[src/rtl/vref_sweep_cal_rx.sv]
// Receiver Vref calibration for MBTRAIN RX: sideband start/end handshake, Vref sweep with
// per-code point tests, longest-passing-window tracking and centre programming.
module vref_sweep_cal_rx #(
    parameter int NUM_LANES     = 16,
    parameter int VREF_W        = 4,
    parameter int VREF_MIN      = 0,
    parameter int VREF_MAX      = 15,
    parameter int VREF_STEP     = 1,
    parameter int VREF_DEFAULT  = 8,
    parameter int SETTLE_CYCLES = 4
) (
    input  logic                 clk,
    input  logic                 rst,
    input  logic                 i_en,
    input  logic [3:0]           i_decoded_sideband_message,
    input  logic                 i_sideband_valid,
    input  logic                 i_busy_negedge_detected,
    input  logic                 i_valid_tx,
    input  logic                 i_pt_done,
    input  logic [NUM_LANES-1:0] i_rx_lanes_result,
    input  logic [NUM_LANES-1:0] i_lane_mask,
    output logic [3:0]           o_sideband_message,
    output logic                 o_valid_rx,
    output logic                 o_pt_en,
    output logic [VREF_W-1:0]    o_reciever_ref_voltage,
    output logic                 o_test_ack,
    output logic                 o_cal_pass,
    output logic [VREF_W:0]      o_best_width
);

    localparam logic [3:0] MSG_START_REQ  = 4'b0001;
    localparam logic [3:0] MSG_START_RESP = 4'b0010;
    localparam logic [3:0] MSG_END_REQ    = 4'b0011;
    localparam logic [3:0] MSG_END_RESP   = 4'b0100;

    localparam logic [VREF_W:0]   STEP_X = (VREF_W+1)'(VREF_STEP);
    localparam logic [VREF_W:0]   MAX_X  = (VREF_W+1)'(VREF_MAX);
    localparam logic [VREF_W-1:0] MIN_C  = VREF_W'(VREF_MIN);
    localparam logic [VREF_W-1:0] DEF_C  = VREF_W'(VREF_DEFAULT);

    localparam int               CNT_W       = $clog2(SETTLE_CYCLES + 1);
    localparam logic [CNT_W-1:0] SETTLE_LAST = CNT_W'(SETTLE_CYCLES - 1);

    typedef enum logic [3:0] {
        IDLE,
        WAIT_START,
        SEND_START_RESP,
        SET_CODE,
        RUN_PT,
        EVAL,
        FINALIZE,
        WAIT_END,
        SEND_END_RESP,
        DONE
    } state_t;

    state_t            state;
    logic [VREF_W-1:0] code;
    logic [CNT_W-1:0]  settle_cnt;
    logic              pt_pass_q;
    logic [VREF_W-1:0] cur_start;
    logic [VREF_W-1:0] best_start;
    logic [VREF_W:0]   cur_len;
    logic [VREF_W:0]   best_len;
    logic              end_seen;
    logic              req_pending;

    logic              lane_pass;
    logic              start_req;
    logic              end_req;
    logic [VREF_W:0]   next_code_x;
    logic              sweep_last;
    logic [VREF_W:0]   cur_len_inc;
    logic [VREF_W-1:0] win_start;
    logic [VREF_W:0]   half_span;
    logic [VREF_W:0]   centre_x;

    // Unmasked lanes are forced to pass; an empty mask can never pass.
    assign lane_pass   = (&(i_rx_lanes_result | ~i_lane_mask)) & (|i_lane_mask);
    assign start_req   = i_sideband_valid && (i_decoded_sideband_message == MSG_START_REQ);
    assign end_req     = i_sideband_valid && (i_decoded_sideband_message == MSG_END_REQ);
    assign next_code_x = {1'b0, code} + STEP_X;
    assign sweep_last  = next_code_x > MAX_X;
    assign cur_len_inc = cur_len + 1'b1;
    assign win_start   = (cur_len == '0) ? code : cur_start;
    assign half_span   = (best_len - 1'b1) >> 1;
    assign centre_x    = {1'b0, best_start} + half_span * STEP_X;

    always_ff @(posedge clk) begin
        if (rst) begin
            state                  <= IDLE;
            code                   <= '0;
            settle_cnt             <= '0;
            pt_pass_q              <= 1'b0;
            cur_start              <= '0;
            best_start             <= '0;
            cur_len                <= '0;
            best_len               <= '0;
            end_seen               <= 1'b0;
            req_pending            <= 1'b0;
            o_sideband_message     <= '0;
            o_valid_rx             <= 1'b0;
            o_pt_en                <= 1'b0;
            o_reciever_ref_voltage <= DEF_C;
            o_test_ack             <= 1'b0;
            o_cal_pass             <= 1'b0;
            o_best_width           <= '0;
        end else if (!i_en) begin
            // Vref deliberately keeps its last value so the analog side is not disturbed.
            state              <= IDLE;
            code               <= '0;
            settle_cnt         <= '0;
            pt_pass_q          <= 1'b0;
            cur_start          <= '0;
            best_start         <= '0;
            cur_len            <= '0;
            best_len           <= '0;
            end_seen           <= 1'b0;
            req_pending        <= 1'b0;
            o_sideband_message <= '0;
            o_valid_rx         <= 1'b0;
            o_pt_en            <= 1'b0;
            o_test_ack         <= 1'b0;
            o_cal_pass         <= 1'b0;
            o_best_width       <= '0;
        end else begin
            // Busy negedge ends our send and also blocks a rise in the same cycle.
            if (o_valid_rx && i_busy_negedge_detected) begin
                o_valid_rx  <= 1'b0;
                req_pending <= 1'b0;
            end else if (req_pending && !o_valid_rx && !i_valid_tx && !i_busy_negedge_detected) begin
                o_valid_rx <= 1'b1;
            end

            if (end_req && (state inside {SEND_START_RESP, SET_CODE, RUN_PT, EVAL, FINALIZE}))
                end_seen <= 1'b1;

            case (state)
                IDLE: begin
                    end_seen <= 1'b0;
                    state    <= WAIT_START;
                end
                WAIT_START: begin
                    if (start_req) begin
                        state              <= SEND_START_RESP;
                        o_sideband_message <= MSG_START_RESP;
                        req_pending        <= 1'b1;
                    end
                end
                SEND_START_RESP: begin
                    if (!req_pending && !o_valid_rx) begin
                        state                  <= SET_CODE;
                        code                   <= MIN_C;
                        o_reciever_ref_voltage <= MIN_C;
                        settle_cnt             <= '0;
                        o_sideband_message     <= '0;
                        cur_start              <= '0;
                        best_start             <= '0;
                        cur_len                <= '0;
                        best_len               <= '0;
                    end
                end
                SET_CODE: begin
                    if (settle_cnt == SETTLE_LAST) begin
                        settle_cnt <= '0;
                        o_pt_en    <= 1'b1;
                        state      <= RUN_PT;
                    end else begin
                        settle_cnt <= settle_cnt + 1'b1;
                    end
                end
                RUN_PT: begin
                    if (i_pt_done) begin
                        o_pt_en   <= 1'b0;
                        pt_pass_q <= lane_pass;
                        state     <= EVAL;
                    end
                end
                EVAL: begin
                    // Strict compare keeps the earliest window on ties.
                    if (pt_pass_q) begin
                        cur_start <= win_start;
                        cur_len   <= cur_len_inc;
                        if (cur_len_inc > best_len) begin
                            best_start <= win_start;
                            best_len   <= cur_len_inc;
                        end
                    end else begin
                        cur_len <= '0;
                    end
                    if (sweep_last) begin
                        state <= FINALIZE;
                    end else begin
                        code                   <= next_code_x[VREF_W-1:0];
                        o_reciever_ref_voltage <= next_code_x[VREF_W-1:0];
                        state                  <= SET_CODE;
                    end
                end
                FINALIZE: begin
                    if (best_len != '0) begin
                        o_reciever_ref_voltage <= centre_x[VREF_W-1:0];
                        o_cal_pass             <= 1'b1;
                        o_best_width           <= best_len;
                    end else begin
                        o_reciever_ref_voltage <= DEF_C;
                        o_cal_pass             <= 1'b0;
                        o_best_width           <= '0;
                    end
                    state <= WAIT_END;
                end
                WAIT_END: begin
                    if (end_seen || end_req) begin
                        state              <= SEND_END_RESP;
                        o_sideband_message <= MSG_END_RESP;
                        req_pending        <= 1'b1;
                    end
                end
                SEND_END_RESP: begin
                    if (!req_pending && !o_valid_rx) begin
                        state              <= DONE;
                        o_sideband_message <= '0;
                        o_test_ack         <= 1'b1;
                    end
                end
                DONE: begin
                    state <= DONE;
                end
                default: state <= IDLE;
            endcase
        end
    end

endmodule

[config.mk]
export PLATFORM = sky130hd
export DESIGN_NAME = vref_sweep_cal_rx
export DESIGN_NICKNAME = d
export VERILOG_FILES = /design/src/rtl/vref_sweep_cal_rx.sv
export SDC_FILE = /design/constraint.sdc
export NUM_CORES = 1
export LEC_CHECK = 0
export BUFFER_PORTS_ARGS = -buffer_cell sky130_fd_sc_hd__buf_2
export CAP_MARGIN = 15
export CORE_UTILIZATION = 49
export DETAILED_ROUTE_END_ITERATION = 8
export GPL_TIMING_DRIVEN = 1
export PLACE_DENSITY_LB_ADDON = 0.2
export SYNTH_ARGS = -nofsm -noshare
export SYNTH_HDL_FRONTEND = slang
export SYNTH_SLANG_ARGS = --single-unit
[constraint.sdc]
create_clock -name clk -period 2.1 [get_ports clk]
set_input_delay 0 -clock clk [delete_from_list [all_inputs] [get_ports clk]]
set_output_delay 0 -clock clk [all_outputs]
set_load 0.005 [all_outputs]
; Yosys cells after proc, flatten, opt, wreduce, memory -nomap -nowiden
; Index checks and enable logic that the tools add are counted.
[classes]
eq_ne = 22
mux = 39
bitwise_logic = 4
order_cmp = 2
add_sub_neg = 5
n_reduce_logical = 39
[op_table]
columns = cell, count
row1 = $mux W4, 14
row2 = $pmux W4 S10, 1
row3 = $mux W5, 5
row4 = $pmux W4 S2, 3
row5 = $pmux W4 S3, 2
row6 = $pmux W5 S2, 2
row7 = $eq A4 B3 Y1 const B, 4
row8 = $not A16 Y16, 1
row9 = $or A16 B16 Y16, 1
row10 = $reduce_and A16 Y1, 1
row11 = $reduce_or A16 Y1, 1
row12 = $eq A4 B2 Y1 const B, 3
row13 = $ne A2 B2 Y1 const B, 6
row14 = $reduce_and A4 Y1, 3
row15 = $reduce_bool A5 Y1, 2
row16 = $mux W3, 3
row17 = $reduce_and A3 Y1, 3
row18 = $eq A4 B1 Y1 const B, 2
row19 = $eq A4 B4 Y1 const B, 2
row20 = $logic_and A1 B1 Y1, 8
row21 = $ne A2 B1 Y1 const B, 4
row22 = $reduce_and A2 Y1, 4
row23 = $mux W1, 6
row24 = $pmux W3 S2, 1
row25 = other kinds (20), 29
[totals]
ff_bits = 49
output_inout_bits = 17
inputBits = 43
wordCells = 128

; Logic depth before layout (Yosys ltp)
[depth]
word_depth = 5
depth_mapped = 10
depth_no_buf = 9

; Least setup slack after synthesis
; No wires, ideal clock.
[synth_timing]
path_kind = register -> register
start = register cur_len[0]
end = register best_len[3]
required_time_ns = 2.008
path_slack_ns = -0.109
setup_ns = 0.092
arrival_ns = 2.116
n_path_buf = 1
period_less_slack_ns = 2.209
stages_incl_launch_ff = 11
path_cell_list = dfxtp_1 -> ha_1 -> nand3_1 -> xnor2_1 -> ha_1 -> nand4_1 -> o221ai_1 -> o211a_1 -> o21ba_2 -> buf_2 -> o32ai_1
[synth_via]
elab_chain_cells = 4
word_cells_on_any_way = 7
cone_classes = add/sub (1) / order compare (1) / eq/ne (1) / mux (3) / reduce/logical (1)
[synth_lines]
columns = item, line
row1 = from (decl), 63  ; logic [VREF_W:0] cur_len;
row2 = from (signal assigned), 183  ; cur_len <= cur_len_inc;
row3 = $add A5 B1 Y5 (*), 84  ; assign cur_len_inc = cur_len + 1'b1;
row4 = $gt A5 B5 Y1 / $mux W5 (equally long branches), 184  ; if (cur_len_inc > best_len) begin
row5 = $ne A2 B1 Y1 (no line) / $mux W5 (equally long branches), n/a
row6 = $reduce_and A4 Y1 (no line) / $pmux W5 S2 (equally long branches), n/a
row7 = to (signal assigned), 186  ; best_len <= cur_len_inc;
row8 = to (decl), 64  ; logic [VREF_W:0] best_len;
; Mark *: on every way between the ends. The rest lies on a longest branch, timed or not. The select of a mux whose other input is x is not followed.
; A chain may end at the register's enable or synchronous reset.

; Worst setup path after layout
[layout_timing]
start = register cur_len[0]
end = register best_len[0]
; The elaborated chain is that of the path after synthesis.

==> results <==
- Counting the buffers created by CTS gives 5.
- The final reports fail on setup timing.
- The top cell types in the final layout, fill and taps aside, are sky130_fd_sc_hd__buf_2 (57), sky130_fd_sc_hd__dfxtp_1 (43), sky130_fd_sc_hd__inv_1 (39), sky130_fd_sc_hd__nor2_1 (32), sky130_fd_sc_hd__nand2_1 (31).
- The pre-antenna-repair detailed-routing pass consisted of 4 iterations.
- The routed design has ~6900 um of wire.
- The die covers approximately 6000 um^2.
- The clock latency on the worst-skew pair is ~0.31 ns.
- In the routed layout, each cell is associated on average with a via count of 5.60.
- The sum of buffers and inverters on the critical path is 0.
- The clock input transition at the sequential cells of the worst setup and hold paths is approximately 0.090 ns.
- The area growth from synthesis to layout is 27.7%.
- The die is 77.4 um tall.
- The deepest clock path buffer count is 2.
- Setup repair after global routing could not meet its margin everywhere.
- The flip-flop and latch count after synthesis is 47.
- Traced cell by cell, the critical path runs through ha_4 > xor2_2 > ha_1 > a211oi_2 > o221ai_1 > o211a_1 > o21ba_4 > o32ai_1.
- The count of buffers added on input and output ports is 57.
- The synthesized netlist cell count is ~350.
- Of the cells placed in the final design, the portion with a size suffix greater than 1 is between 20% and 30%.
- For the worst setup path, the data arrival time is roughly 2.3 ns.
- Row generation in the floorplan step produced 27 rows.
- The worst hold path class is in2reg.
- The core region is around 5500 um^2.
- The average footprint of a synthesized cell is between 8 and 9 um^2.
- Dividing the detail-routed wire length by the instance count gives about 14 um.
- Cells fill between 60% and 70% of the core in the end.
- The flow ran to the end, but the final reports show violations.
- The count of flip-flops with a built-in enable after synthesis is 0.
- Of the synthesized area, sequential elements account for 33.8%.
- The largest net degree at the start of global routing is 25.
- The proportion of register bits with asynchronous set or reset after synthesis is 0%.
- Timing would allow up to 0.475 GHz.
- The initial DRC count is around 120.
- The antenna diode instance count is 0.
- The initial antenna violation count is 0.
- STA classifies the critical path startpoint as a flop.
- After synthesis the cells add up to about 2800 um^2.
- Global routing used 24.4% of the available tracks across all layers.
- The total cell area at the placement stage is 3290 um^2.
- The wire length of the first global-routing pass is ~12000 um.
- The final period utilization is 100%.
- The tree is rooted in a sky130_fd_sc_hd__clkbuf_8.
- The detailed-route DRC error count is 0.
- The kind of cell with the highest combined delay on the critical path is compound AO/OA/AOI/OAI gates.
- The worst setup skew after layout is between 0.007 and 0.008 ns.
- At the end of routability-driven placement, the weighted congestion stood at 0.872.
- The CTS tree is built.
- Pin placement for this block handled 60 I/O pins.
- The initial utilization of the core area, before any placement, comes to 50.6%.
- The final route contains ~2.8k vias.
- The deepest level of the CTS H-tree is 2.
- Overall power consumption after layout is estimated at 1.62 mW.
- The HPWL after detailed placement is between 5000 and 6000 um.
- For flop-to-flop paths, the worst setup slack is -0.004 ns.
- The die is roughly 77 um wide.
- Setup violations remaining at the end of the flow were counted as 2.
- The master of the slowest instance on the critical path is sky130_fd_sc_hd__dfxtp_4.
- The number of failing hold endpoints at the final stage is 0.
- The final non-filler cell area is around 3600 um^2.
- The number of pins exceeding their max-slew limit in the final report is 0.
- The leading cell type in the layout, fill and taps excluded is sky130_fd_sc_hd__buf_2.
- The critical-path maximum fanout is 6.
- The warning count from the yosys run is 0.
- The leakage power of the design is roughly 1.5 nW.
- The final global-route overflow total is 0.
- The count of cell types in the netlist is between 50 and 60.
- The setup path with the least slack is of type reg2reg.
- The total power divided by cell area is between 400 and 500 nW/um^2.
- The top flip-flop cell by instance count after synthesis is sky130_fd_sc_hd__dfxtp_1.
- The detail route stage leaves a number of antenna-violating nets equal to 0.
- The worst path setup slack after routing is -0.00358 ns.
- The number of nets at the end of the flow is 483.
- The required arrival time at the worst endpoint is about 2.3 ns.
- Adding up every negative setup slack in the final design gives -0.00462 ns.
- The maximum VDD drop is between 0.0002 and 0.0003 V.
- The endpoint kind of the worst setup timing path is a flop.
- Before CTS, the worst setup slack after placement is -0.114 ns.
- The minimum period implied by the final worst setup slack is around 2.1 ns.
- The peak per-stage delay on the critical path is around 0.37 ns.
- The tool flagged a number of max-cap violations equal to 0.
- The via count of the first global-routing pass is roughly 2.6k.
- The total number of clock tree sinks is 47.
-- sequential cells by signal, indices dropped and copies added (netlist names) --
name and cells:
best_start 4, o_cal_pass 1, end_seen 1, pt_pass_q 1, o_valid_rx 1, o_sideband_message 2
settle_cnt 3, best_len 5, req_pending 1, cur_start 4, o_best_width 5, o_pt_en 1
cur_len 5, state 4, o_reciever_ref_voltage 4, code 4, o_test_ack 1
-- per-stage QoR --
| step | hold WS [ns] | cells |
|---|---|---|
| 2_1_floorplan | 0.0721 | 346 |
| 4_1_cts | 0.00641 | 496 |
| 5_1_grt | 0.0352 | 498 |
| 3_3_place_gp | 0.180 | 485 |
| 6_report | 0.00867 | 498 |
| 3_5_place_dp | 0.187 | 485 |
-- worst register-to-register path: cells and delay by family, from the launching register on --
kind,cells,cell delay [ns]
DFF,1,0.37
AOI/OAI and AO/OA,5,1.01
adders and majority gates,2,0.49
xor gates and xnor gates,1,0.15
-- cells in the mapped netlist (7+ instances only) --
master	n	area share (%)
sky130_fd_sc_hd__o22ai_1	10	2.2
sky130_fd_sc_hd__xnor2_1	7	2.2
sky130_fd_sc_hd__nand2_1	31	4.2
sky130_fd_sc_hd__ha_1	14	6.3
sky130_fd_sc_hd__inv_1	39	5.3
sky130_fd_sc_hd__dfxtp_1	47	34
sky130_fd_sc_hd__o21ai_0	14	2.5
sky130_fd_sc_hd__a21oi_1	20	3.6
sky130_fd_sc_hd__nor2_1	32	4.3
sky130_fd_sc_hd__a22oi_1	9	2.4
sky130_fd_sc_hd__nor3_1	9	1.6
sky130_fd_sc_hd__nand3_1	12	2.2
-- cell families (layout without fill, tap and decap cells) --
family / after synthesis / count (layout) / share of synthesized area (%)
AOI/OAI and AO/OA: 92 / 93 / 23.5
muxes: 6 / 6 / 2.16
and+or+nand+nor: 117 / 117 / 21.2
adders and majority gates: 15 / 15 / 7.01
buffers and inverters: 54 / 133 / 8.13
xor gates and xnor gates: 13 / 13 / 4.09
other: 1 / 2 / 0.135
DFF: 47 / 47 / 33.8
-- timing repair --
item,CTS,global route
setup endpoints to repair,10,12
buffers inserted,0,2
pin swaps,0,13
gates resized for setup,12,10
hold buffers,2,0
gates cloned,1,0
hold endpoints to repair,3,0
-- metal layers --
layer	track usage, %	vias up	wire length [um]
li1	-	1391	-
met1	30.3	1308	3210
met2	43.8	83	3360
met3	4.00	7	297
met4	5.28	0	71
met5	0	-	0
-- layout make-up --
type | count | area (um^2)
fill | 467 | 1950
tap | 72 | 90.1
sequential | 47 | 951
timing repair buffer | 86 | 508
clock inverter | 2 | 16.3
multi-input combinational | 246 | 1760
inverter | 39 | 146
clock buffer | 6 | 82.6
-- final timing paths --
check	depth (start not counted)	startpoint	end
max	8	cur_len[0]	best_len[0]
min	4	i_valid_tx	o_valid_rx
max reg2reg	8	cur_len[0]	best_len[0]
min reg2reg	2	o_best_width[0]	o_best_width[0]
-- report_power, final --
part           internal [mW]  switching (mW)
clock network          0.269           0.324
registers              0.890         0.00551
logic                 0.0608          0.0694
Note: power is estimated with default switching activity, not from simulation.
